===== src/rtl/ifns_pkg.sv =====
// Shared types and helpers for the IFNS link scheduler slice.
package ifns_pkg;

   localparam int DATA_W = 6;
   localparam int CODE_W = 8;

   typedef enum logic {IDLE, GRANT} state_t;

   // Pointer advance after a grant, wrapping at the requester count.
   function automatic logic [7:0] rr_next(input logic [7:0] idx, input logic [7:0] num_req);
      return (idx >= num_req - 8'd1) ? 8'd0 : idx + 8'd1;
   endfunction

endpackage


===== src/rtl/encoderIFNS_6di_core.sv =====
// Fibonacci-numeral 6-bit to 8-bit crosstalk-avoidance encoder core.
// Codeword bit k carries weight FIB[k]; digits are chosen greedily from the top weight down.
module encoderIFNS_6di_core (
   input  logic [5:0] data,
   output logic [7:0] code
);

   localparam logic [5:0] FIB [8] = '{6'd1, 6'd2, 6'd3, 6'd5, 6'd8, 6'd13, 6'd21, 6'd34};

   logic [5:0] rem;

   always_comb begin
      code = '0;
      rem  = data;
      for (int k = 7; k >= 0; k--) begin
         if (rem >= FIB[k]) begin
            code[k] = 1'b1;
            rem     = rem - FIB[k];
         end
      end
   end

endmodule


===== src/rtl/ifns_rr_arbiter.sv =====
// Combinational round-robin arbiter: first asserted request at or after ptr wins.
module ifns_rr_arbiter
   import ifns_pkg::*;
#(
   parameter int NUM_REQ = 4,
   parameter int SRC_W   = 2
) (
   input  logic [NUM_REQ-1:0] req,
   input  logic [SRC_W-1:0]   ptr,
   output logic [SRC_W-1:0]   gnt_idx,
   output logic               any_req
);

   logic [2*NUM_REQ-1:0] doubled;
   logic [NUM_REQ-1:0]   rotated;
   logic [SRC_W-1:0]     offset;
   logic [SRC_W:0]       sum;

   assign doubled = {req, req};
   assign rotated = NUM_REQ'(doubled >> ptr);

   // Scan downwards so the lowest rotated position (closest to ptr) is the one kept.
   always_comb begin
      any_req = 1'b0;
      offset  = '0;
      for (int i = NUM_REQ - 1; i >= 0; i--) begin
         if (rotated[i]) begin
            any_req = 1'b1;
            offset  = SRC_W'(i);
         end
      end
      sum = {1'b0, ptr} + {1'b0, offset};
      if (sum >= (SRC_W + 1)'(NUM_REQ)) begin
         sum = sum - (SRC_W + 1)'(NUM_REQ);
      end
      gnt_idx = sum[SRC_W-1:0];
   end

endmodule


===== src/rtl/ifns_link_scheduler.sv =====
// Round-robin sharing of one IFNS encoder core among bursting requesters,
// with a registered valid/ready codeword output that idles without toggling.
module ifns_link_scheduler
   import ifns_pkg::*;
#(
   parameter int NUM_REQ   = 4,
   parameter int MAX_BEATS = 8,
   parameter int SRC_W     = 2
) (
   input  logic                        clock,
   input  logic                        rst,
   input  logic [NUM_REQ-1:0]          req_valid,
   input  logic [DATA_W*NUM_REQ-1:0]   req_data,
   input  logic [NUM_REQ-1:0]          req_last,
   output logic [NUM_REQ-1:0]          req_ready,
   output logic [CODE_W-1:0]           codeout,
   output logic                        code_valid,
   output logic [SRC_W-1:0]            code_src,
   output logic                        code_last,
   input  logic                        out_ready,
   output logic                        busy
);

   state_t              state, next_state;
   logic [SRC_W-1:0]    gnt_idx, gnt_next, ptr, ptr_next, arb_idx;
   logic                any_req;
   logic [7:0]          beat_cnt, cnt_next;
   logic [DATA_W-1:0]   sel_data;
   logic                sel_valid, sel_last;
   logic                out_slot_free, accept, grant_end;
   logic [CODE_W-1:0]   enc_code;

   ifns_rr_arbiter #(.NUM_REQ(NUM_REQ), .SRC_W(SRC_W)) u_arb (
      .req     (req_valid),
      .ptr     (ptr),
      .gnt_idx (arb_idx),
      .any_req (any_req)
   );

   encoderIFNS_6di_core u_core (
      .data (sel_data),
      .code (enc_code)
   );

   always_comb begin
      sel_data  = '0;
      sel_valid = 1'b0;
      sel_last  = 1'b0;
      for (int i = 0; i < NUM_REQ; i++) begin
         if (gnt_idx == SRC_W'(i)) begin
            sel_data  = req_data[i*DATA_W +: DATA_W];
            sel_valid = req_valid[i];
            sel_last  = req_last[i];
         end
      end
   end

   assign out_slot_free = !code_valid || out_ready;
   assign accept        = (state == GRANT) && sel_valid && out_slot_free;
   assign grant_end     = accept && (sel_last || (beat_cnt == 8'(MAX_BEATS - 1)));
   assign busy          = (state == GRANT);

   always_comb begin
      req_ready = '0;
      if (state == GRANT) begin
         for (int i = 0; i < NUM_REQ; i++) begin
            req_ready[i] = (gnt_idx == SRC_W'(i)) && out_slot_free;
         end
      end
   end

   // A grant ends on the burst's last symbol or when the beat cap is hit;
   // either way the pointer moves past the current winner.
   always_comb begin
      next_state = state;
      gnt_next   = gnt_idx;
      ptr_next   = ptr;
      cnt_next   = beat_cnt;
      case (state)
         IDLE: begin
            if (any_req) begin
               gnt_next   = arb_idx;
               cnt_next   = '0;
               next_state = GRANT;
            end
         end
         GRANT: begin
            if (accept) begin
               if (beat_cnt != 8'hFF) begin
                  cnt_next = beat_cnt + 8'd1;
               end
               if (grant_end) begin
                  ptr_next   = SRC_W'(rr_next(8'(gnt_idx), 8'(NUM_REQ)));
                  next_state = IDLE;
               end
            end
         end
         default: next_state = IDLE;
      endcase
   end

   always_ff @(posedge clock) begin
      if (rst) begin
         state    <= IDLE;
         gnt_idx  <= '0;
         ptr      <= '0;
         beat_cnt <= '0;
      end else begin
         state    <= next_state;
         gnt_idx  <= gnt_next;
         ptr      <= ptr_next;
         beat_cnt <= cnt_next;
      end
   end

   // codeout is only rewritten on accept, so an idle link leaves the bus wires static.
   always_ff @(posedge clock) begin
      if (rst) begin
         codeout    <= '0;
         code_valid <= 1'b0;
         code_src   <= '0;
         code_last  <= 1'b0;
      end else if (accept) begin
         codeout    <= enc_code;
         code_valid <= 1'b1;
         code_src   <= gnt_idx;
         code_last  <= grant_end;
      end else if (out_ready) begin
         code_valid <= 1'b0;
      end
   end

endmodule

===== config.mk =====
export PLATFORM = sky130hd
export DESIGN_NAME = ifns_link_scheduler
export DESIGN_NICKNAME = d
export VERILOG_FILES = /design/src/rtl/ifns_pkg.sv /design/src/rtl/encoderIFNS_6di_core.sv /design/src/rtl/ifns_rr_arbiter.sv /design/src/rtl/ifns_link_scheduler.sv
export SDC_FILE = /design/constraint.sdc
export NUM_CORES = 1
export LEC_CHECK = 0
export ABC_CLOCK_PERIOD_IN_PS = 9000
export BUFFER_PORTS_ARGS = -buffer_cell sky130_fd_sc_hd__buf_2
export CORE_MARGIN = 2
export CORE_UTILIZATION = 55
export CTS_CLUSTER_SIZE = 24
export DETAILED_ROUTE_END_ITERATION = 16
export GPL_TIMING_DRIVEN = 0
export PLACE_DENSITY = 0.81
export SYNTH_ARGS = -nofsm -noshare
export SYNTH_HDL_FRONTEND = slang
export SYNTH_SLANG_ARGS = --single-unit

===== constraint.sdc =====
create_clock -name clock -period 9 [get_ports clock]
set_input_delay 1.8 -clock clock [delete_from_list [all_inputs] [get_ports clock]]
set_output_delay 1.8 -clock clock [all_outputs]
set_load 0.005 [all_outputs]

# Yosys cells after proc, flatten, opt, wreduce, memory -nomap -nowiden
# Index checks and enable logic that the tools add are counted.
# W data, S select, Z words.
# op_classes
n_addsub	11
magnitude_cmp	10
n_eq_ne	8
n_shift	1
n_mux	48
bitwise	1
n_reduce_logical	15
# op_table
operator	n
$mux W6	11
$mux W1	25
$mux W8	3
$pmux W8 S2	1
$ge A6 B2 Y1 const B	2
$ge A6 B4 Y1 const B	2
$mux W2	6
$sub A6 B2 Y6 const B	2
$sub A6 B4 Y6 const B	2
$add A8 B1 Y8 const B	1
$eq A8 B3 Y1 const B	1
$ne A8 B8 Y1 const B	1
$shr A8 B2 Y4	1
$logic_and A1 B1 Y1	7
$ge A6 B1 Y1 const B	1
$ge A6 B3 Y1 const B	1
$ge A6 B5 Y1 const B	1
$ge A6 B6 Y1 const B	1
$reduce_and A3 Y1	2
$sub A6 B3 Y6 const B	1
$sub A6 B5 Y6 const B	1
$sub A6 B6 Y6 const B	1
$eq A2 B2 Y1 const B	2
$mux W4	1
other kinds (15)	17
# word_totals
regBits	25
out_inout_bits	17
elab_cells	102

# Longest topological paths before layout
# depth
ltp_word	21
depth_mapped	39

# Hierarchy
# From an unflattened synthesis, not the netlist that was laid out.
# unflattened
cells_unflattened	359
area_unflattened_um2	2847.7
# modules_own_cells
module	n_inst	cells_per_inst	area_per_inst_um2
ifns_link_scheduler	1	169	1446.4
encoderIFNS_6di_core	1	167	1221.2
ifns_rr_arbiter	1	23	180.2

# Worst setup path after synthesis
# No wires, ideal clock.
# synth_timing
kind	input to register
startpoint	input req_data[1]
endpoint	register codeout[0]
arrival_ns	7.675
required_ns	8.927
path_slack_ns	1.253
path_stages	34
n_path_buf	2
path_cell_list	nand3b_1 and3_1 nor2_1 inv_1 ha_1 inv_1 nor3_1 nor3_1 o21ai_1 o2bb2ai_1 inv_1 ha_1 a311o_1 o21a_1 xnor2_1 inv_1 ha_1 inv_1 nor2_1 nand2_1 and3_4 buf_6 xnor2_4 ha_1 a21oi_4 and3b_1 buf_6 mux2i_1 ha_1 or4_1 a41oi_1 a2111oi_1 a22o_1 o22ai_2
# synth_via
elab_chain_cells	20
# synth_rtl
element	line	rtl
start: declaration	ifns_link_scheduler.sv:13	input logic [DATA_W*NUM_REQ-1:0] req_data,
$mux W6 * (4 in a row)	ifns_link_scheduler.sv:50	if (gnt_idx == SRC_W'(i)) begin
$sub A6 B6 Y6 / $ge A6 B6 Y1 (equally long branches)	encoderIFNS_6di_core.sv:18, encoderIFNS_6di_core.sv:16	
$mux W6 *	encoderIFNS_6di_core.sv:16	if (rem >= FIB[k]) begin
$sub A6 B5 Y6 / $ge A6 B5 Y1 (equally long branches)	encoderIFNS_6di_core.sv:18, encoderIFNS_6di_core.sv:16	
$mux W6 *	encoderIFNS_6di_core.sv:16	
$sub A6 B4 Y6 / $ge A6 B4 Y1 (equally long branches)	encoderIFNS_6di_core.sv:18, encoderIFNS_6di_core.sv:16	
$mux W6 *	encoderIFNS_6di_core.sv:16	
$sub A6 B4 Y6 / $ge A6 B4 Y1 (equally long branches)	encoderIFNS_6di_core.sv:18, encoderIFNS_6di_core.sv:16	
$mux W6 *	encoderIFNS_6di_core.sv:16	
$sub A6 B3 Y6 / $ge A6 B3 Y1 (equally long branches)	encoderIFNS_6di_core.sv:18, encoderIFNS_6di_core.sv:16	
$mux W6 *	encoderIFNS_6di_core.sv:16	
$sub A6 B2 Y6 / $ge A6 B2 Y1 (equally long branches)	encoderIFNS_6di_core.sv:18, encoderIFNS_6di_core.sv:16	
$mux W6 *	encoderIFNS_6di_core.sv:16	
$sub A6 B2 Y6 / $ge A6 B2 Y1 (equally long branches)	encoderIFNS_6di_core.sv:18, encoderIFNS_6di_core.sv:16	
$mux W6 *	encoderIFNS_6di_core.sv:16	
$ge A6 B1 Y1 *	encoderIFNS_6di_core.sv:16	
$mux W1 *	encoderIFNS_6di_core.sv:16	
end signal: assignment	ifns_link_scheduler.sv:124	codeout <= enc_code;
end: declaration	ifns_link_scheduler.sv:16	output logic [CODE_W-1:0] codeout,
# Every way passes the cells marked *; elsewhere a longest branch is shown, timed or not.
# A chain may end at the register's enable or synchronous reset.

# Worst setup path in the final report
# layout_timing
startpoint	input req_data[7]
endpoint	register codeout[0]
# layout_via
elab_chain_cells	19
# layout_rtl
element	line
$mux W6 * (3 in a row)	ifns_link_scheduler.sv:50
$sub A6 B6 Y6 / $ge A6 B6 Y1 (equally long branches)	encoderIFNS_6di_core.sv:18, encoderIFNS_6di_core.sv:16
$mux W6 *	encoderIFNS_6di_core.sv:16
$sub A6 B5 Y6 / $ge A6 B5 Y1 (equally long branches)	encoderIFNS_6di_core.sv:18, encoderIFNS_6di_core.sv:16
$mux W6 *	encoderIFNS_6di_core.sv:16
$sub A6 B4 Y6 / $ge A6 B4 Y1 (equally long branches)	encoderIFNS_6di_core.sv:18, encoderIFNS_6di_core.sv:16
$mux W6 *	encoderIFNS_6di_core.sv:16
$sub A6 B4 Y6 / $ge A6 B4 Y1 (equally long branches)	encoderIFNS_6di_core.sv:18, encoderIFNS_6di_core.sv:16
$mux W6 *	encoderIFNS_6di_core.sv:16
$sub A6 B3 Y6 / $ge A6 B3 Y1 (equally long branches)	encoderIFNS_6di_core.sv:18, encoderIFNS_6di_core.sv:16
$mux W6 *	encoderIFNS_6di_core.sv:16
$sub A6 B2 Y6 / $ge A6 B2 Y1 (equally long branches)	encoderIFNS_6di_core.sv:18, encoderIFNS_6di_core.sv:16
$mux W6 *	encoderIFNS_6di_core.sv:16
$sub A6 B2 Y6 / $ge A6 B2 Y1 (equally long branches)	encoderIFNS_6di_core.sv:18, encoderIFNS_6di_core.sv:16
$mux W6 *	encoderIFNS_6di_core.sv:16
$ge A6 B1 Y1 *	encoderIFNS_6di_core.sv:16
$mux W1 *	encoderIFNS_6di_core.sv:16
# Marked as above.

==> out/qor.txt <==
Status: completed
Grt ovf: 0
Sequential share of the synthesized area: 0.171
Final GP Congestion: 0.919
Final setup fails: 0
Post-synthesis xor/xnor area fraction: 0.0453
CP required: 9.16 ns
Clock slew at reported path FFs: 0.09 ns
Hold Path Sink: codeout[5]$_SDFFE_PP0P_
Number of global-route vias before repair: 2718
Post-route DRC: 0
Routed wire length: 7.47 mm
Layout cells sized above 1: 0.226
Post-Syn Area per Cell: 7.70 µm²
Core ar.: 5110 µm²
Die W: 76.9 µm
Yosys reg bits: 25
Max-slew violations: 0
Die area: 5920 µm²
Asr flop ratio synth: 0
EDFF count, synth: 0
Commonest non-fill, non-tap cell in the layout: buf_2
Worst slew margin: 0.527
Vias: 3074
Crit path DAT: 8.59 ns
Die Ht: 76.9 µm
Startpoint types: input port
Number of synthesis warnings: 0
HP Start: codeout[5]$_SDFFE_PP0P_
Worst r2r path cells: 37
Final Skew: 0.00463 ns
Dominant cells by area after synthesis: dfxtp_1 17%, ha_1 6.0%, nor2_1 5.4%
Worst-path maximum fanout: 9
FMAX: 119 MHz
CTS root buf: clkbuf_8
R2r startpoint: gnt_idx[0]$_SDFFE_PP0P_
ANT cells: 0
Clock sinks: 25
Drt wl/cell: 14.8 µm
Antenna violations before repair: 0
RSZ-0062 raised after global routing: no
Worst Setup End Kind: register
Top cell type by total area after synthesis: dfxtp_1
Post-synthesis adder-cell area fraction: 0.0599
Synth Area in Simple Gates: 0.288
Final Hold Viols: 0
Clk Latency, worst-skew pair: 0.27 ns
Vias per std cell: 6.10
Setup Buffers After CTS: 0
Area growth from synthesis to layout: 13.5%
Met1 WL: 3.41 mm
Reg2Reg Setup Slack: 1.00 ns
Drt pass-1 iters: 4
Total Routing Usage GR: 0.245
Min cycle time layout: 8.43 ns
Mapped cell area: 2930 µm²
Most common cell on crit path: ha_1
Multi-input gate area: 2290 µm²
Antenna-violating nets left: 0
Met3 routed WL: 344 µm
First-pass GRT wire length: 12.4 mm
Initial detailed-routing violation count: 169
Maxcap violations: 0
Cell count after synthesis: 380
H-Tree Depth: 1
Final Non-Filler Cells: 504
DP HPWL: 5.94 mm
Clock Tree Buf Depth: 2
Synth Area in Compound Gates: 0.356
# nets final: 484
Critical path origin: req_data[7]
Hold path cells: 2
Combinational family with the most area after synthesis: compound AO/OA/AOI/OAI gates
Sequential Area: 500 µm²
Final period util: 0.936
Netlist cell types: 85
Layout fillers: 458
Largest net degree at the start of global routing: 16
Worst setup path class: in2reg
Max Used Layer: met4
Placed Cells: 500
I/O pin total: 52
Pre-CTS setup slack: 0.213 ns
Main flop type after synthesis: dfxtp_1
Synth top area share: 0.171
Hold_buf cts: 0
Critical path's largest stage delay: 0.53 ns
Initial Util: 0.573
Final setup margin: 0.572 ns
Total negative slack: 0 ns
Worst Tran Pin Value: 0.710 ns
HP Class: reg2reg
R2R Path End: codeout[0]$_SDFFE_PP0P_
CTS tree: done
Met2 Wirelength: 3.58 mm
TritonCTS Buffers: 3
Post-CTS sizing: 0
Critical-path top delay cell: o2bb2ai_1
Post-Syn Nets: 429
Most frequent cells in the layout: 51 x buf_2, 42 x nor2_1, 32 x nand2_1, 25 x a21oi_1, 25 x dfxtp_1
Num rows: 26
Mux cell area share after synthesis: 0.0312
Port buffer count: 50
-- worst max path at each step --
| stage | slack (ns) | to | cells after the start |
|---|---|---|---|
| final | 0.57 | codeout[0]$_SDFFE_PP0P_ | 35 |
| after global routing | 0.009 | codeout[0]$_SDFFE_PP0P_ | 35 |
| after CTS | 0.47 | codeout[0]$_SDFFE_PP0P_ | 35 |
| after detailed placement | 0.21 | codeout[0]$_SDFFE_PP0P_ | 35 |
| after global placement | 0.42 | codeout[0]$_SDFFE_PP0P_ | 35 |
| after floorplan | 1.25 | codeout[0]$_SDFFE_PP0P_ | 34 |
-- metrics by stage --
| stage | cell area, µm² | hold WS (ns) | util |
|---|---|---|---|
| after floorplan | 2930 | 0.448 | - |
| after global placement | 3260 | 0.456 | 0.639 |
| after detailed placement | 3260 | 0.463 | 0.639 |
| after global routing | 3320 | 0.497 | 0.650 |
| final | 3320 | 0.476 | 0.650 |
| after CTS | 3310 | 0.476 | 0.649 |
-- layer usage --
| metal | vias to the layer above | global-route usage |
|---|---|---|
| li1 | 1556 | - |
| met1 | 1418 | 0.316 |
| met2 | 85 | 0.437 |
| met3 | 15 | 0.0247 |
| met4 | 0 | 0.0600 |
| met5 | - | 0 |
-- critical path, delay by kind of cell --
| family | cells | cell delay [ns] |
|---|---|---|
| adder cells (fa/ha/maj) | 5 | 1.40 |
| AND/OR/NAND/NOR | 11 | 1.62 |
| XOR/XNOR | 1 | 0.14 |
| multiplexers | 1 | 0.25 |
| buffers and inverters | 7 | 0.69 |
| AO/OA/AOI/OAI | 10 | 2.65 |
-- synth_stat cells (4+ instances only) --
library cell and n:
nor2_1 42, nand2_1 32, a21oi_1 25, dfxtp_1 25, nand3_1 18, ha_1 14, inv_1 13, nor3_1 13
o21ai_0 13, a211oi_1 9, and3_1 9, mux2i_1 8, clkbuf_1 6, nand2b_1 6, xnor2_1 6, xor2_1 6
a21o_1 5, nor2b_1 5, a31oi_1 4, and2_1 4, buf_6 4, nand4_1 4, nor3b_1 4, o22ai_1 4
-- logic make-up (layout without fill, tap and decap cells) --
logic type | count (synthesis) | after routing
xor gates and xnor gates | 13 | 13
AOI/OAI and AO/OA | 128 | 128
and+or+nand+nor | 163 | 163
muxes | 9 | 9
buffers and inverters | 28 | 82
DFF | 25 | 25
adders and majority gates | 14 | 14
-- registers in the layout (all words and copies together) (netlist names) --
signal      flops
gnt_idx         2
code_last       1
busy            1
codeout         8
code_valid      1
beat_cnt        8
ptr             2
code_src        2
-- layout make-up --
class                      instances  area share
sequential                        25       0.151
tap                               70      0.0264
buffer                            14      0.0275
clock inverter                     1     0.00226
clock buffer                       3      0.0124
inverter                          14      0.0158
multi-input combinational        327       0.690
timing repair buffer              50      0.0753
Power is left out: the tool's default activity adds up to more than one toggle a clock period on the data nets, which glitch-free logic cannot reach.
